[src/rtl/hazard_pkg.sv]
// Shared definitions for the pipeline hazard controller: FSM encoding and
// performance-counter saturation limit.
package hazard_pkg;

  typedef enum logic [1:0] {
    StRun    = 2'd0,
    StFlush  = 2'd1,
    StFreeze = 2'd2
  } hz_state_e;

  localparam logic [15:0] CntMax = 16'hFFFF;

endpackage

[src/rtl/sat_counter16.sv]
// 16-bit event counter that sticks at its maximum instead of wrapping.
module sat_counter16
  import hazard_pkg::*;
(
  input  logic        clk_i,
  input  logic        clr_i,
  input  logic        inc_i,
  output logic [15:0] count_o
);

  logic [15:0] count_d, count_q;

  always_comb begin
    count_d = count_q;
    if (clr_i) begin
      count_d = '0;
    end else if (inc_i && (count_q != CntMax)) begin
      count_d = count_q + 16'd1;
    end
  end

  always_ff @(posedge clk_i) begin
    count_q <= count_d;
  end

  assign count_o = count_q;

endmodule

[src/rtl/hazard_ctrl.sv]
// Pipeline hazard controller: load-use stalls, branch/jump flushes and
// data-memory freezes, with stall/flush performance counters.
module hazard_ctrl
  import hazard_pkg::*;
(
  input  logic        Clk,
  input  logic        Rst,
  input  logic        IDEX_MemRead,
  input  logic [4:0]  IDEX_Rt,
  input  logic [4:0]  IFID_Rs,
  input  logic [4:0]  IFID_Rt,
  input  logic        IFID_UsesRt,
  input  logic        Jump,
  input  logic        BranchTaken,
  input  logic        DMemBusy,
  output logic        PCWrite,
  output logic        IFIDWrite,
  output logic        IDEXWrite,
  output logic        EXMEMWrite,
  output logic        IFIDFlush,
  output logic        IDEXFlush,
  output logic [15:0] StallCount,
  output logic [15:0] FlushCount
);

  hz_state_e state_d, state_q;
  logic      load_use;

  assign load_use = IDEX_MemRead && (IDEX_Rt != 5'd0) &&
                    ((IDEX_Rt == IFID_Rs) || (IFID_UsesRt && (IDEX_Rt == IFID_Rt)));

  always_comb begin
    PCWrite    = 1'b1;
    IFIDWrite  = 1'b1;
    IDEXWrite  = 1'b1;
    EXMEMWrite = 1'b1;
    IFIDFlush  = 1'b0;
    IDEXFlush  = 1'b0;
    state_d    = state_q;
    if (Rst) begin
      PCWrite    = 1'b0;
      IFIDWrite  = 1'b0;
      IDEXWrite  = 1'b0;
      EXMEMWrite = 1'b0;
      IFIDFlush  = 1'b1;
      IDEXFlush  = 1'b1;
      state_d    = StRun;
    end else if (DMemBusy) begin
      PCWrite    = 1'b0;
      IFIDWrite  = 1'b0;
      IDEXWrite  = 1'b0;
      EXMEMWrite = 1'b0;
      state_d    = StFreeze;
    end else if (BranchTaken) begin
      IFIDFlush = 1'b1;
      IDEXFlush = 1'b1;
      state_d   = StFlush;
    end else if (state_q == StFlush) begin
      // Second bubble cycle of a taken branch; jump/load-use are squashed.
      IFIDFlush = 1'b1;
      IDEXFlush = 1'b1;
      state_d   = StRun;
    end else if (Jump) begin
      IFIDFlush = 1'b1;
      state_d   = StRun;
    end else if (load_use) begin
      PCWrite   = 1'b0;
      IFIDWrite = 1'b0;
      IDEXFlush = 1'b1;
      state_d   = StRun;
    end else begin
      state_d = StRun;
    end
  end

  always_ff @(posedge Clk) begin
    if (Rst) begin
      state_q <= StRun;
    end else begin
      state_q <= state_d;
    end
  end

  sat_counter16 u_stall_cnt (
    .clk_i   (Clk),
    .clr_i   (Rst),
    .inc_i   (!PCWrite),
    .count_o (StallCount)
  );

  sat_counter16 u_flush_cnt (
    .clk_i   (Clk),
    .clr_i   (Rst),
    .inc_i   (IFIDFlush || IDEXFlush),
    .count_o (FlushCount)
  );

endmodule

[config.mk]
export PLATFORM = sky130hd
export DESIGN_NAME = hazard_ctrl
export DESIGN_NICKNAME = d
export VERILOG_FILES = /design/src/rtl/hazard_pkg.sv /design/src/rtl/sat_counter16.sv /design/src/rtl/hazard_ctrl.sv
export SDC_FILE = /design/constraint.sdc
export NUM_CORES = 1
export LEC_CHECK = 0
export CORE_UTILIZATION = 30
export DETAILED_ROUTE_END_ITERATION = 10
export PLACE_DENSITY_LB_ADDON = 0.3
export SETUP_SLACK_MARGIN = 0.4
export SLEW_MARGIN = 25
export SYNTH_ARGS = -nofsm -noshare
export SYNTH_HDL_FRONTEND = slang
export SYNTH_HIERARCHICAL = 1
export SYNTH_SLANG_ARGS = --single-unit
[constraint.sdc]
create_clock -name Clk -period 2.75 [get_ports Clk]
set_clock_uncertainty 0.15 [all_clocks]
set_input_delay 0.275 -clock Clk [delete_from_list [all_inputs] [get_ports Clk]]
set_output_delay 0.275 -clock Clk [all_outputs]
set_load 0.05 [all_outputs]
==> results of run 1 <==
[worst max-delay path, cell delays in order]
cell,delay [ns]
buf_8,0.10
xor2_2,0.17
nor4_2,0.28
a32oi_2,0.20
buf_4,0.18
buf_6,0.11
o41a_1,0.45
buf_12,0.19
[final timing paths]
path                                                           from                                    to  slack [ns]  cells after the start
worst min-delay path            u_stall_cnt/count_o[9]$_SDFFE_PP0P_   u_stall_cnt/count_o[9]$_SDFFE_PP0P_        0.38                      2
worst min register to register  u_stall_cnt/count_o[9]$_SDFFE_PP0P_   u_stall_cnt/count_o[9]$_SDFFE_PP0P_        0.38                      2
worst max register to register                state_q[1]$_SDFF_PP0_  u_stall_cnt/count_o[11]$_SDFFE_PP0P_        0.65                      6
worst max-delay path                                     IDEX_Rt[4]                               PCWrite        0.38                      8
[per-stage QoR]
| step | instances | cell area (sq um) | setup slack, ns |
|---|---|---|---|
| final | 396 | 3160 | 0.377 |
| after global routing | 396 | 3160 | 0.308 |
| after CTS | 390 | 3010 | 0.406 |
| after detailed placement | 382 | 2890 | -0.222 |
| after global placement | 382 | 2890 | -0.190 |
| after floorplan | 233 | 2030 | 0.343 |
[layout by cell type (no fill, tap or decap), types with 9 or more instances in the layout]
cell             Yosys  routed
nand3_1             12      12
o21ai_0              9       9
a21oi_1             21      17
dfxtp_1             34      34
clkdlybuf4s50_1      0      38
o31ai_1             12      12
nor2_1              16      15
nand2_1             12       9
buf_4                2      24
or4_1               15      13
inv_1                9       9
[logic make-up (layout without fill, tap and decap cells)]
| group | Yosys count | in the layout | synth area share [%] |
|---|---|---|---|
| simple gates | 105 | 105 | 33.9 |
| xor+xnor | 14 | 14 | 6.21 |
| buf+inv | 19 | 105 | 4.12 |
| fa+ha+maj | 2 | 2 | 1.27 |
| flops | 34 | 34 | 34.5 |
| compound gates | 55 | 55 | 17.9 |
| mux | 4 | 4 | 2.15 |
[power by group through the flow]
stage	Combinational, mW	Clock (mW)	Sequential [mW]
2_1_floorplan	0.0734	0	0.544
3_3_place_gp	0.194	0	0.522
3_5_place_dp	0.194	0	0.522
4_1_cts	0.193	0.447	0.511
5_1_grt	0.221	0.470	0.512
6_report	0.208	0.435	0.511
[final cells by class]
cell class	count	share of cell area [%]
multi-input cells	180	43.5
repair buffers	88	27.4
flip-flops and latches	34	21.5
clock buffers	8	3.48
well taps	77	3.05
inverters	9	1.07
[metal layers]
layer | GRT usage (%) | routed length, um
met1 | 19.7 | 2500
met5 | 0 | 0
met4 | 5.96 | 99
met2 | 26.5 | 2660
met3 | 3.08 | 218
[sequential cells by signal, summed over array words and instances, names as in the netlist]
| name | count |
|---|---|
| state_q | 2 |
| u_stall_cnt/count_o | 16 |
| u_flush_cnt/count_o | 16 |
[timing repair]
action	4_1_cts	5_1_grt
endpoints found under the setup margin	31	24
pin swaps	10	15
gates resized for setup	22	40
hold endpoints to repair	0	0
gates cloned	0	1
setup buffers	0	5
==> results.toml, run 1 <==
[logic_synthesis]
synth_edf_count = 0
synth_top_area_cell = "dfxtp_1"
yosysMostFrequentCell = "dfxtp_1"
syn_avg_cell_area_sq_um = 8.48
ys.flop_type = "dfxtp_1"
ys_seq_area_share_pct = 34.5
synth_cell_types = 41
synth.area.top_cells = "dfxtp_1, or4_1, a21oi_1"
synth_area_sq_um = 1980
synthesis.nets = 257
synth.top_cell.area_share_pct = 34.5
syn_inst = 233
async_reset_ff_share_pct = 0
yosys-top-cells-count = "dfxtp_1, a21oi_1, nor2_1"
ys_ff_latch = 34
ys.warnings.count = 6

[layout]
drive_gt1_share_pct = 27.0
fin_nets = 342
fillCellCount = 606
fin_util_pct = 49.8
multi_input_area_sq_um = 1380
antenna-diode-count = 0
seq_area_sq_um = 681
area_growth_pct = 60.1

[pwr]
total_power_mw = 1.15
pwr_density_cell_nw_per_um2 = 365
peakVddDrop_mv = 0.239
power_frac_comb_pct = 18.0
p_seq_share_pct = 44.3
p_leak_nw = 1.13
internal_power_uw = 851
swShare_pct = 26.2
power_switching_uw = 302
pwr-share-clk_pct = 37.7

[clock_network]
cts-buffers-inserted = 5
cts_buffer_depth = 2
clock_latency_ns = 0.28
clockRootBuffer = "clkbuf_8"
ctsHtreeMaxLevel = 2
cts_tree = "yes"
clock_sinks = 34
ctsHoldBuffers = 0
clkTransAtPathRegs_ns = 0.07

[sta]
hold_ws_ns = 0.382
finalSetupTns_ns = 0
rsz0062_at_grt = "true"
post-route-period-util_pct = 86.3
final_hold_viol_count = 0
maxSlewViolCount = 0
slew_headroom_pct = 56.6
worst_pin_slew_ns = 0.647
setup_viol = 0
finalCriticalPeriod_ns = 2.37
fmax_mhz = 421

[worst_setup_path]
cp_max_fo = 3
critPathLaunchType = "input port"
path_class = "input port to output port"
critPathCaptureType = "output port"
worstPathArrival_ns = 1.95
worstPathRequired_ns = 2.33

[drt]
drt_iter0_markers = 83
antenna_left = 0
drt-wirelength-per-cell_um = 13.8
drc_errors = 0
first_pass_iters = 4
vias = 2121
drt_wl_total_um = 5480
vias_per_cell = 5.36

[flow_run]
maxCapViolCount = 0

[floorplanning]
die_w_um = 83.2
die_h_um = 83.2
core_sq_um = 6350
start_util_pct = 31.1
io_pins = 60
die_area_sq_um = 6910
placementRows = 29

[placement]
io_buffers = 59
post-dp-hpwl_um = 3840
gp_congestion = 0.809

[worst_hold_path]
hold_path_class = "register to register"

[grt]
grt_max_degree = 20
grt_use_total_pct = 15.7
grt_pass1_vias = 2015
grt_pass1_wl_um = 8960
overflow = 0
antenna_found_initial = 0

[run_status]
outcome = "finished, final reports clean"
Note: power is estimated with default switching activity, not from simulation.
==> run 2, diff against run 1 <==
--- a/config.mk
+++ b/config.mk
@@ -5,7 +5,7 @@
 export SDC_FILE = /design/constraint.sdc
 export NUM_CORES = 1
 export LEC_CHECK = 0
-export CORE_UTILIZATION = 30
+export CORE_UTILIZATION = 42
 export DETAILED_ROUTE_END_ITERATION = 10
 export PLACE_DENSITY_LB_ADDON = 0.3
 export SETUP_SLACK_MARGIN = 0.4
==> run 2 against run 1 <==
  * The run now ends with design-rule violations left
  * Hold slack better by 0.0048 ns
  * Sequential cell count unchanged
  * Non-clock buffer count down 5
  * Sequential power about the same
  * Global-route usage up 6.5 points
  * Clock-buffer cell count down 1
  * Maximum frequency up 2.4%
  * Die area down 28%
  * Power down 5.3%
  * Cell area down 4.5%
  * Core utilization up 18 points
  * Critical endpoint unchanged
==> results.toml, run 2 (same netlist as run 1, synthesis figures left out) <==
[flow_run]
maxCapViolCount = 0

[clock_network]
clkTransAtPathRegs_ns = 0.07
cts_buffer_depth = 2
clock_sinks = 34
clockRootBuffer = "clkbuf_8"
ctsHtreeMaxLevel = 2
ctsHoldBuffers = 0
cts_tree = "yes"
cts-buffers-inserted = 5
clock_latency_ns = 0.28

[floorplanning]
placementRows = 24
die_area_sq_um = 4980
start_util_pct = 44.5
io_pins = 60
die_w_um = 70.6
core_sq_um = 4440
die_h_um = 70.6

[layout]
layout_commonest_cell = "clkdlybuf4s50_1"
fillCellCount = 372
fin_util_pct = 68.0
stdcell_area_sq_um = 3020
area_growth_pct = 52.9
drive_gt1_share_pct = 22.3
antenna-diode-count = 0
final_cell_mix = "clkdlybuf4s50_1, dfxtp_1, buf_4, a21oi_1, nor2_1"
fin_nets = 337

[sta]
slew_headroom_pct = 66.0
maxSlewViolCount = 0
rsz0062_at_grt = "true"
post-route-period-util_pct = 84.3
worst_pin_slew_ns = 0.509
finalCriticalPeriod_ns = 2.32
setup_viol = 0
final_hold_viol_count = 0
fmax_mhz = 432
hold_ws_ns = 0.386
setup_ws_ns = 0.433

[placement]
dpl_cell_area_sq_um = 2850
io_buffers = 59
post-dp-hpwl_um = 3910
post-place-ws_ns = -0.230
gp_congestion = 0.779

[grt]
grt_use_total_pct = 22.1
grt_pass1_vias = 1939
grt.busiest_layer = "met2"
antenna_found_initial = 0
grt_pass1_wl_um = 8980
use_met1_pct = 29.1
grt_max_degree = 23
met3_usage_pct = 3.56
grt.met2_usage_pct = 37.5
overflow = 0

[pwr]
p_seq_share_pct = 46.8
internal_power_uw = 795
pwr_density_cell_nw_per_um2 = 362
pwr-share-clk_pct = 34.7
power_frac_comb_pct = 18.5
total_power_mw = 1.09
p_leak_nw = 1.11
power_switching_uw = 297
peakVddDrop_mv = 0.226
swShare_pct = 27.2

[worst_setup_path]
worstPathArrival_ns = 1.89
cp_max_fo = 3
ff2ff_setup_slack_ns = 0.65
reg2reg_to = "u_stall_cnt/count_o[3]$_SDFFE_PP0P_"
path_class = "input port to output port"
r2r-start = "state_q[1]$_SDFF_PP0_"
r2r_cells = 7
worstPathRequired_ns = 2.33
critPathLaunchType = "input port"
critPathCaptureType = "output port"

[drt]
vias_per_cell = 5.85
drt_iter0_markers = 114
drt_wl_total_um = 5590
first_pass_iters = 7
drc_errors = 7
vias = 2141
antenna_left = 0
drt-wirelength-per-cell_um = 15.3

[worst_hold_path]
hold_path_class = "register to register"
min-delay-start = "u_flush_cnt/count_o[9]$_SDFFE_PP0P_"
whs_endpoint = "u_flush_cnt/count_o[9]$_SDFFE_PP0P_"
whs_path_depth = 2

[run_status]
violations = "design-rule violations"
outcome = "finished, violations left"
==> run 2: what timing repair did <==
action / in CTS / in global routing
endpoints found under the hold margin: 0 / 0
cloned: 0 / 1
setup buffers: 1 / 1
endpoints found under the setup margin: 33 / 27
resized for setup: 27 / 26
pin swaps: 11 / 8
==> run 2: cell type report <==
type	instances	area [sq um]	area share, %
timing repair buffer	83	828	27.4
multi-input combinational	180	1320	43.7
clock buffer	7	86.3	2.86
tap	52	65.1	2.15
clock inverter	1	5.00	0.166
inverter	9	33.8	1.12
sequential	34	681	22.5
==> run 2: routing by layer <==
metal  vias up  part of all wire (%)
met3         4                   4.0
met2        51                    50
met1      1036                    46
li1       1050                     -
met4         0                  0.56
met5         -                     0
==> run 2: metrics by stage <==
stage | setup TNS [ns] | std cells
CTS | 0 | 364
floorplan | 0 | 233
global placement | -2.02 | 355
finish | 0 | 366
detailed placement | -3.38 | 355
global route | 0 | 366
==> run 2: how the worst max path moves through the flow <==
stage               startpoint  slack [ns]                                    to  cells after the start
finish              IDEX_Rt[2]        0.43                               PCWrite                      8
global route        IDEX_Rt[4]        0.34                               PCWrite                      7
CTS                 IFID_Rt[2]        0.40                               PCWrite                      7
detailed placement  IDEX_Rt[0]       -0.23  u_stall_cnt/count_o[15]$_SDFFE_PP0P_                      9
global placement    IDEX_Rt[0]       -0.14   u_stall_cnt/count_o[3]$_SDFFE_PP0P_                      9
floorplan           IDEX_Rt[2]        0.34   u_flush_cnt/count_o[7]$_SDFFE_PP0P_                      8
==> run 2: worst max-delay path, cell delays in order <==
cell and delay, ns:
clkdlybuf4s15_2 0.19, buf_4 0.14, xor2_1 0.15, nor3_2 0.17
a32oi_2 0.12, buf_4 0.19, o41a_1 0.46, buf_12 0.19
==> run 2: power by group through the flow <==
| stage | combinational (mW) | clock (mW) | sequential (mW) |
|---|---|---|---|
| finish | 0.202 | 0.379 | 0.511 |
| detailed placement | 0.195 | 0 | 0.521 |
| floorplan | 0.0734 | 0 | 0.544 |
| global route | 0.215 | 0.416 | 0.512 |
| global placement | 0.192 | 0 | 0.521 |
| CTS | 0.196 | 0.392 | 0.510 |
==> run 3, diff against run 2 <==
--- a/config.mk
+++ b/config.mk
@@ -5,7 +5,7 @@
 export SDC_FILE = /design/constraint.sdc
 export NUM_CORES = 1
 export LEC_CHECK = 0
-export CORE_UTILIZATION = 42
+export CORE_UTILIZATION = 47
 export DETAILED_ROUTE_END_ITERATION = 10
 export PLACE_DENSITY_LB_ADDON = 0.3
 export SETUP_SLACK_MARGIN = 0.4
==> constraint.sdc (replaced) <==
create_clock -name Clk -period 2.35 [get_ports Clk]
set_clock_uncertainty 0.15 [all_clocks]
set_input_delay 0.235 -clock Clk [delete_from_list [all_inputs] [get_ports Clk]]
set_output_delay 0.235 -clock Clk [all_outputs]
set_load 0.05 [all_outputs]
==> run 3 against run 2 <==
  * The flow finishes with violations (negative setup slack)
  * Sequential share of layout area shrank 2.1 points
  * Cell area increased by 14%
  * Largest power group is now clock
  * Routed wire length grew 41%
  * Register-to-register slack worse by 0.58 ns
  * Via count rose by 12%
  * Clock power is 81% higher
  * Clock-buffer cell count decreased by 1
  * Power is 44% higher
==> results.toml, run 3 (same netlist as run 1, synthesis figures left out) <==
[floorplanning]
die_h_um = 66.8
core_sq_um = 4030
die_area_sq_um = 4470
die_w_um = 66.8
start_util_pct = 49.0
io_pins = 60
placementRows = 23

[layout]
antenna-diode-count = 0
fin_nets = 347
area_growth_pct = 73.8
stdcell_area_sq_um = 3430
seq_area_sq_um = 702
final_cell_mix = "clkdlybuf4s50_1, buf_4, dfxtp_1, dfxtp_2"
drive_gt1_share_pct = 40.4
multi_input_area_sq_um = 1540
fillCellCount = 227

[worst_hold_path]
whs_endpoint = "state_q[0]$_SDFF_PN0_"
min-delay-start = "BranchTaken"
hold_path_class = "input port to register"
whs_path_depth = 2

[placement]
dpl_cell_area_sq_um = 2900
post-place-ws_ns = -0.610
io_buffers = 59
gp_congestion = 0.849
post-dp-hpwl_um = 3990

[pwr]
peakVddDrop_mv = 0.358
internal_power_mw = 1.17
power_switching_uw = 400
power_frac_comb_pct = 18.2
pwr_density_cell_nw_per_um2 = 458
p_seq_share_pct = 38.2
total_power_mw = 1.57
pwr-share-clk_pct = 43.6
swShare_pct = 25.5
p_leak_nw = 1.40

[clock_network]
clock_sinks = 34
clock_latency_ns = 0.29
cts_buffer_depth = 2
clkTransAtPathRegs_ns = 0.07
clockRootBuffer = "clkbuf_8"
ctsHtreeMaxLevel = 2
cts-buffers-inserted = 5
cts_tree = "yes"

[drt]
antenna_left = 0
drt-wirelength-per-cell_um = 21.1
vias = 2400
drt_wl_total_um = 7890
first_pass_iters = 5
drc_errors = 0
vias_per_cell = 6.42
drt_iter0_markers = 218

[sta]
post-route-period-util_pct = 102
finalCriticalPeriod_ns = 2.40
fmax_mhz = 417
worst_pin_slew_ns = 0.511
setup_ws_ns = -0.0498
final_hold_viol_count = 0
setup_viol = 2
slew_headroom_pct = 65.7
maxSlewViolCount = 0
rsz0062_at_grt = "true"

[run_status]
violations = "negative setup slack"
outcome = "finished, violations left"

[worst_setup_path]
reg2reg_to = "u_flush_cnt/count_o[15]$_SDFFE_PP0P_"
worstPathRequired_ns = 2.42
r2r_cells = 4
critPathLaunchType = "input port"
cp_max_fo = 5
cp-startpoint = "IFID_Rt[4]"
r2r-start = "u_flush_cnt/count_o[10]$_SDFFE_PP0P_"
ff2ff_setup_slack_ns = 0.07
worstPathArrival_ns = 2.47
path_class = "input port to register"
critPathCaptureType = "register"

[grt]
grt_pass1_wl_um = 10100
antenna_found_initial = 0
overflow = 0
grt_pass1_vias = 2151
grt_max_degree = 28
grt_use_total_pct = 29.9

[flow_run]
maxCapViolCount = 0
-- run 3: cell type report --
| class | instances | area share, % |
|---|---|---|
| clock buffers | 6 | 2.41 |
| repair buffers | 93 | 27.6 |
| well taps | 50 | 1.82 |
| multi-input cells | 180 | 44.9 |
| clock inverters | 2 | 1.75 |
| inverters | 9 | 1.13 |
| flip-flops and latches | 34 | 20.4 |
-- run 3: worst max-delay path: stages --
cell and delay (ns):
buf_6 0.10, xor2_2 0.17, nor4_2 0.32, a32oi_2 0.20
buf_4 0.18, o41ai_4 0.30, buf_4 0.19, buf_6 0.10
inv_4 0.04, or4_1 0.45, a21oi_2 0.18
-- run 3: metal layers --
metal	track usage (%)	vias up	part of all wire (%)
met5	0	-	0
met4	10.4	0	5.4
met3	6.34	37	5.6
met2	54.5	142	49
met1	33.7	1151	40
li1	-	1070	-
-- run 3: repair_timing --
item                                    4_1_cts  5_1_grt
pin swaps                                    33       23
hold buffers                                  0        0
gates resized for setup                      86       42
endpoints found under the setup margin       44       43
setup buffers                                 6        4
-- run 3: metrics by stage --
stage               hold slack, ns  utilization [%]  TNS, ns  cells
floorplan                    0.152                -  -0.0951    233
global placement             0.339             71.9   -13.41    356
detailed placement           0.351             71.9   -16.53    356
CTS                          0.189             80.8        0    370
global route                 0.268             85.2    -1.42    374
finish                       0.272             85.2  -0.0798    374
-- run 3: worst max-delay path by stage --
stage | depth (start not counted) | to | slack [ns]
after floorplan | 8 | u_flush_cnt/count_o[7]$_SDFFE_PP0P_ | -0.02
after global placement | 9 | u_flush_cnt/count_o[7]$_SDFFE_PP0P_ | -0.52
after detailed placement | 9 | u_stall_cnt/count_o[9]$_SDFFE_PP0P_ | -0.61
after CTS | 9 | u_stall_cnt/count_o[11]$_SDFFE_PP0P_ | 0.16
after global routing | 11 | u_stall_cnt/count_o[10]$_SDFFE_PP0P_ | -0.21
final | 11 | u_stall_cnt/count_o[3]$_SDFFE_PP0P_ | -0.05
-- run 3: power groups by stage --
stage               clock network, mW  logic [mW]  registers [mW]
floorplan                           0      0.0863           0.638
global placement                    0       0.229           0.611
detailed placement                  0       0.234           0.612
CTS                             0.687       0.255           0.598
global route                    0.713       0.296           0.601
finish                          0.685       0.287           0.600
